`src/rtl/fetch_unit_pkg.sv`:
```
// Shared fetch-stage types and constants.
// Holds the IF/ID bundle layout and the bubble helper.
package fetch_unit_pkg;

  localparam int unsigned XLEN = 32;

  localparam logic [XLEN-1:0] NOP_INSTR =
    32'h0000_0013;

  localparam logic [XLEN-1:0] RESET_VECTOR_DEFAULT =
    32'h0000_0000;

  localparam logic [XLEN-1:0] PC_STEP = 32'd4;

  typedef struct packed {
    logic [XLEN-1:0] instr;
    logic [XLEN-1:0] pc;
    logic [XLEN-1:0] pc_plus4;
    logic            valid;
  } if_id_t;

  localparam if_id_t IF_ID_RESET = '{
    instr:    NOP_INSTR,
    pc:       '0,
    pc_plus4: '0,
    valid:    1'b0
  };

  // A bubble keeps the PC fields so decode still sees a stable address.
  function automatic if_id_t if_id_bubble(
    input if_id_t cur
  );
    if_id_t b;
    b       = cur;
    b.instr = NOP_INSTR;
    b.valid = 1'b0;
    return b;
  endfunction

endpackage

```
`src/rtl/fetch_unit_if.sv`:
```
// Instruction-memory read port between fetch and imem.
// Read data returns one cycle after the address.
interface fetch_unit_if
  import fetch_unit_pkg::*;
#(
  parameter int unsigned W = XLEN
) ();

  logic [W-1:0] imem_addr;
  logic [W-1:0] imem_rdata;

  modport master (
    output imem_addr,
    input  imem_rdata
  );

  modport slave (
    input  imem_addr,
    output imem_rdata
  );

endinterface

```
`src/rtl/fetch_unit_if_id_reg.sv`:
```
// IF/ID pipeline register.
// Flush loads a bubble and beats hold.
module if_id_reg
  import fetch_unit_pkg::*;
(
  input  logic   clk,
  input  logic   rst,
  input  logic   hold,
  input  logic   flush,
  input  if_id_t din,
  output if_id_t dout
);

  if_id_t r_q;
  if_id_t r_d;

  always_comb begin
    r_d = r_q;
    if (flush) begin
      r_d = if_id_bubble(r_q);
    end else if (!hold) begin
      r_d = din;
    end
  end

  always_ff @(posedge clk) begin
    if (rst) begin
      r_q <= IF_ID_RESET;
    end else begin
      r_q <= r_d;
    end
  end

  assign dout = r_q;

endmodule

```
`src/rtl/fetch_unit.sv`:
```
// Instruction fetch: owns the PC, one in-flight imem read,
// and the IF/ID register; honours stall and redirect.
module fetch_unit
  import fetch_unit_pkg::*;
#(
  parameter int unsigned DATA_WIDTH = XLEN,
  parameter logic [DATA_WIDTH-1:0] RESET_VECTOR =
    RESET_VECTOR_DEFAULT
) (
  input  logic                  clk,
  input  logic                  rst,
  input  logic                  stall,
  input  logic                  pc_src,
  input  logic [DATA_WIDTH-1:0] branch_target,
  fetch_unit_if.master          imem,
  output logic [DATA_WIDTH-1:0] instr_d,
  output logic [DATA_WIDTH-1:0] pc_d,
  output logic [DATA_WIDTH-1:0] pc_plus4_d,
  output logic                  valid_d,
  output logic                  misalign_o
);

  logic [DATA_WIDTH-1:0] pc_f_q;
  logic [DATA_WIDTH-1:0] pc_f_d;
  logic [DATA_WIDTH-1:0] req_pc_q;
  logic [DATA_WIDTH-1:0] req_pc_d;
  logic                  req_v_q;
  logic                  req_v_d;
  logic                  misalign_q;
  logic                  misalign_d;
  logic [DATA_WIDTH-1:0] tgt;
  logic                  flush;
  if_id_t                if_id_in;
  if_id_t                if_id_out;

  assign tgt = {branch_target[DATA_WIDTH-1:2], 2'b00};

  // Stalls re-present the in-flight address so the
  // returned word still matches it at release.
  always_comb begin
    imem.imem_addr = pc_f_q;
    if (rst) begin
      imem.imem_addr = RESET_VECTOR;
    end else if (pc_src) begin
      imem.imem_addr = tgt;
    end else if (stall) begin
      imem.imem_addr = req_pc_q;
    end
  end

  always_comb begin
    pc_f_d     = pc_f_q;
    req_pc_d   = req_pc_q;
    req_v_d    = req_v_q;
    misalign_d = 1'b0;
    if (pc_src) begin
      pc_f_d     = tgt + PC_STEP;
      req_pc_d   = tgt;
      req_v_d    = 1'b1;
      misalign_d = |branch_target[1:0];
    end else if (!stall) begin
      pc_f_d   = pc_f_q + PC_STEP;
      req_pc_d = pc_f_q;
      req_v_d  = 1'b1;
    end
  end

  always_ff @(posedge clk) begin
    if (rst) begin
      pc_f_q     <= RESET_VECTOR;
      req_pc_q   <= '0;
      req_v_q    <= 1'b0;
      misalign_q <= 1'b0;
    end else begin
      pc_f_q     <= pc_f_d;
      req_pc_q   <= req_pc_d;
      req_v_q    <= req_v_d;
      misalign_q <= misalign_d;
    end
  end

  assign if_id_in = '{
    instr:    imem.imem_rdata,
    pc:       req_pc_q,
    pc_plus4: req_pc_q + PC_STEP,
    valid:    1'b1
  };

  // Redirect squashes wrong path; no read in flight means a bubble.
  assign flush = pc_src | (~stall & ~req_v_q);

  if_id_reg u_if_id (
    .clk   (clk),
    .rst   (rst),
    .hold  (stall),
    .flush (flush),
    .din   (if_id_in),
    .dout  (if_id_out)
  );

  assign instr_d    = if_id_out.instr;
  assign pc_d       = if_id_out.pc;
  assign pc_plus4_d = if_id_out.pc_plus4;
  assign valid_d    = if_id_out.valid;
  assign misalign_o = misalign_q;

endmodule

```
`src/flat_wrapper.sv`:
```
// flat-port wrapper written by rule: the top's interface ports become plain ports
module fetch_unit_flat import fetch_unit_pkg::*;
#(
  parameter int unsigned DATA_WIDTH = XLEN,
  parameter logic [DATA_WIDTH-1:0] RESET_VECTOR =
    RESET_VECTOR_DEFAULT
)
  (clk, rst, stall, pc_src, branch_target, instr_d, pc_d, pc_plus4_d, valid_d, misalign_o, imem_imem_addr, imem_imem_rdata);
  fetch_unit_if #(.W(32)) imem_i ();
  input  logic clk;
  input  logic rst;
  input  logic stall;
  input  logic pc_src;
  input  logic [DATA_WIDTH-1:0] branch_target;
  output logic [DATA_WIDTH-1:0] instr_d;
  output logic [DATA_WIDTH-1:0] pc_d;
  output logic [DATA_WIDTH-1:0] pc_plus4_d;
  output logic valid_d;
  output logic misalign_o;
  output wire logic [$bits(imem_i.imem_addr)-1:0] imem_imem_addr;
  input wire logic [$bits(imem_i.imem_rdata)-1:0] imem_imem_rdata;
  assign imem_imem_addr = imem_i.imem_addr;
  assign imem_i.imem_rdata = imem_imem_rdata;
  fetch_unit #(.DATA_WIDTH(DATA_WIDTH), .RESET_VECTOR(RESET_VECTOR)) u_core (.clk(clk), .rst(rst), .stall(stall), .pc_src(pc_src), .branch_target(branch_target), .imem(imem_i), .instr_d(instr_d), .pc_d(pc_d), .pc_plus4_d(pc_plus4_d), .valid_d(valid_d), .misalign_o(misalign_o));
endmodule
```
`config.mk`:
```
export PLATFORM = sky130hd
export DESIGN_NAME = fetch_unit_flat
export DESIGN_NICKNAME = d
export VERILOG_FILES = /design/src/rtl/fetch_unit_pkg.sv /design/src/rtl/fetch_unit_if.sv /design/src/rtl/fetch_unit_if_id_reg.sv /design/src/rtl/fetch_unit.sv /design/src/flat_wrapper.sv
export SDC_FILE = /design/constraint.sdc
export NUM_CORES = 1
export LEC_CHECK = 0
export CAP_MARGIN = 5
export CORE_MARGIN = 5
export CORE_UTILIZATION = 55
export DETAILED_ROUTE_END_ITERATION = 10
export GPL_ROUTABILITY_DRIVEN = 0
export PLACE_DENSITY_LB_ADDON = 0.08
export SLEW_MARGIN = 10
export SYNTH_ARGS = -nofsm -noshare
export SYNTH_HDL_FRONTEND = slang
export SYNTH_HIERARCHICAL = 1
export SYNTH_SLANG_ARGS = --single-unit
```
`constraint.sdc`:
```
create_clock -name clk -period 6 [get_ports clk]
set_clock_uncertainty 0.1 [all_clocks]
set_input_delay 1.2 -clock clk [delete_from_list [all_inputs] [get_ports clk]]
set_output_delay 1.2 -clock clk [all_outputs]
set_load 0.01 [all_outputs]
```
==> qor.csv <==
metric,value,unit
status,"complete, no violations",
hpwl,15500,um
io_pins,198,
ys_seq_area_share,38.2,%
h-tree-depth,4,
rows,45,
grt_pass1_vias,6958,
r2r-start,u_core/req_pc_q[2]$_DFF_P_,
antenna_found_initial,0,
routed_wl,22500,um
max_freq,228,MHz
hold_violations,0,
crit_arrival,3.08,ns
nets,1181,
route.detailed.drc,0,
synth_nets,1028,
yosysUniqueCellTypes,69,
multi_input_comb_area,0.00479,mm^2
drtAntennaViolNets,0,
cts_tree,done,
synthArstFlopShare,0,%
synth.avg_cell_area,8.81,um^2
crit_path_max_fanout,111,
max_slew.worst_pin.slew,1.02,ns
powerDensity,235,mW/mm^2
power_leakage,3.94,nW
synthTopCellsByArea,"dfxtp_1 (38%), mux2i_1 (8.3%), a21oi_1 (6.2%)",
ys_ff_latch,161,
drt_pass1_iterations,5,
cts-resized-gates,0,
pre_cts_ws,1.61,ns
synth_area_leader_cell,dfxtp_1,
area_growth,29.1,%
critPathKind,primary input to output port,
regArea,0.00322,mm^2
clk_pin_slew_worst_paths,0.06,ns
grtUsageTotal,24.7,%
hold_path.class,flip-flop to flip-flop,
die_area,0.0179,mm^2
grt_pass1_wl,36300,um
ys_top_cells_by_count,"dfxtp_1 (161), nor2_1 (117), a21oi_1 (104)",
drv_cap,0,
synthCells,958,
setup_tns,0,ns
synth-edff-count,0,
required,4.70,ns
drive_above_1_share,7.92,%
min_from,u_core/u_if_id/dout[2]$_SDFFE_PP0P_,
critPathCaptureType,output port,
cts_setup_buffers,0,
post-route-period-util,73.1,%
yosysWarnings,6,
setup_violations,0,
via_per_inst,5.68,
power.total,2.56,mW
fill_cells,1243,
via_count,7457,
wl_per_cell,17.1,um
core-area,0.0151,mm^2
start_util,55.7,%
die_h,134,um
grt_overflow_total,0,
die-width,134,um
fin_ws,1.62,ns
cts_buffers,17,
synth_area,0.00844,mm^2
antenna_cells,0,
maxSlewHeadroom,31.7,%
max-clock-path-buffers,2,
rsz0062_at_grt,no,
worstSetupStartpointType,primary input,
hold_buffers,0,
period_needed,4.38,ns
crit_start,pc_src,
drv_slew,0,
io_buffers,197,
yosysMostFrequentCell,dfxtp_1,
drt_iter0_markers,628,
cts_root_buffer,clkbuf_16,
synth.top_cell.area_share,38.2,%
ir_worst_vdd,174,uV
fin_util,71.9,%
grt_max_degree,112,
clk_latency,0.43,ns
whs,0.372,ns
clock-sinks,161,
synthFlopType,dfxtp_1,
[cells in the final DEF (no fill, tap or decap), types with 15 or more instances in the layout]
cell,instances
clkdlybuf4s50_1,194
dfxtp_1,161
nor2_1,117
a21oi_1,104
o21ai_0,72
mux2i_1,70
or3b_1,54
xnor2_1,51
nand2_1,40
nand3_1,25
xor2_1,22
clkbuf_16,17
nor3_1,15
[area by class of cell]
| type | count | share of cell area, % |
|---|---|---|
| Multi-Input combinational cell | 717 | 44.0 |
| Sequential cell | 161 | 29.6 |
| Timing Repair Buffer | 206 | 18.7 |
| Clock buffer | 19 | 4.16 |
| Tap cell | 188 | 2.16 |
| Clock inverter | 13 | 1.16 |
| Inverter | 8 | 0.276 |
[final timing paths]
| path | end | slack, ns | cells after the start |
|---|---|---|---|
| worst max-delay path | imem_imem_addr[14] | 1.62 | 4 |
| worst min-delay path | u_core/u_if_id/dout[2]$_SDFFE_PP0P_ | 0.37 | 2 |
| worst max register to register | u_core/u_if_id/dout[31]$_SDFFE_PP0P_ | 3.08 | 9 |
| worst min register to register | u_core/u_if_id/dout[2]$_SDFFE_PP0P_ | 0.37 | 2 |
[sequential cells by signal, summed over array words and instances (netlist names)]
name,count
u_core/u_if_id/dout,97
u_core/req_pc_q,32
u_core/req_v_q,1
u_core/pc_f_q,30
u_core/misalign_o,1
[report_power, final]
part / total, mW / leakage, nW / internal (mW) / switching, mW
Combinational: 0.341 / 2.35 / 0.169 / 0.172
Sequential: 1.16 / 1.31 / 1.11 / 0.0507
Clock: 1.06 / 0.273 / 0.599 / 0.458
Total: 2.56 / 3.94 / 1.88 / 0.681
[layer usage]
metal,wire length (um),global-route usage [%],vias up
met5,0,0,-
met1,9940,33.8,3468
li1,-,-,3720
met3,1470,5.06,29
met2,10700,39.7,240
met4,360,7.14,0
[through the flow]
| stage | instance area, um^2 | cells |
|---|---|---|
| 2_1_floorplan | 8440 | 958 |
| 4_1_cts | 10900 | 1312 |
| 3_5_place_dp | 10300 | 1280 |
| 5_1_grt | 10900 | 1312 |
| 6_report | 10900 | 1312 |
| 3_3_place_gp | 10300 | 1280 |
[kinds of logic (layout without fill, tap and decap cells)]
| family | count (synthesis) | in the layout | synth area share [%] |
|---|---|---|---|
| adders and majority gates | 2 | 2 | 0.297 |
| xor gates and xnor gates | 73 | 73 | 7.58 |
| buffers and inverters | 80 | 246 | 5.18 |
| DFF | 161 | 161 | 38.2 |
| muxes | 74 | 74 | 8.84 |
| and+or+nand+nor | 342 | 342 | 24.5 |
| AOI/OAI and AO/OA | 225 | 225 | 15.4 |
| other | 1 | 1 | 0.0445 |
[worst max-delay path, cell delays in order]
cell and delay [ns]:
buf_4 0.76, a211oi_1 0.10, a211oi_1 0.37, clkdlybuf4s50_1 0.62
Note: power is estimated with default switching activity, not from simulation.
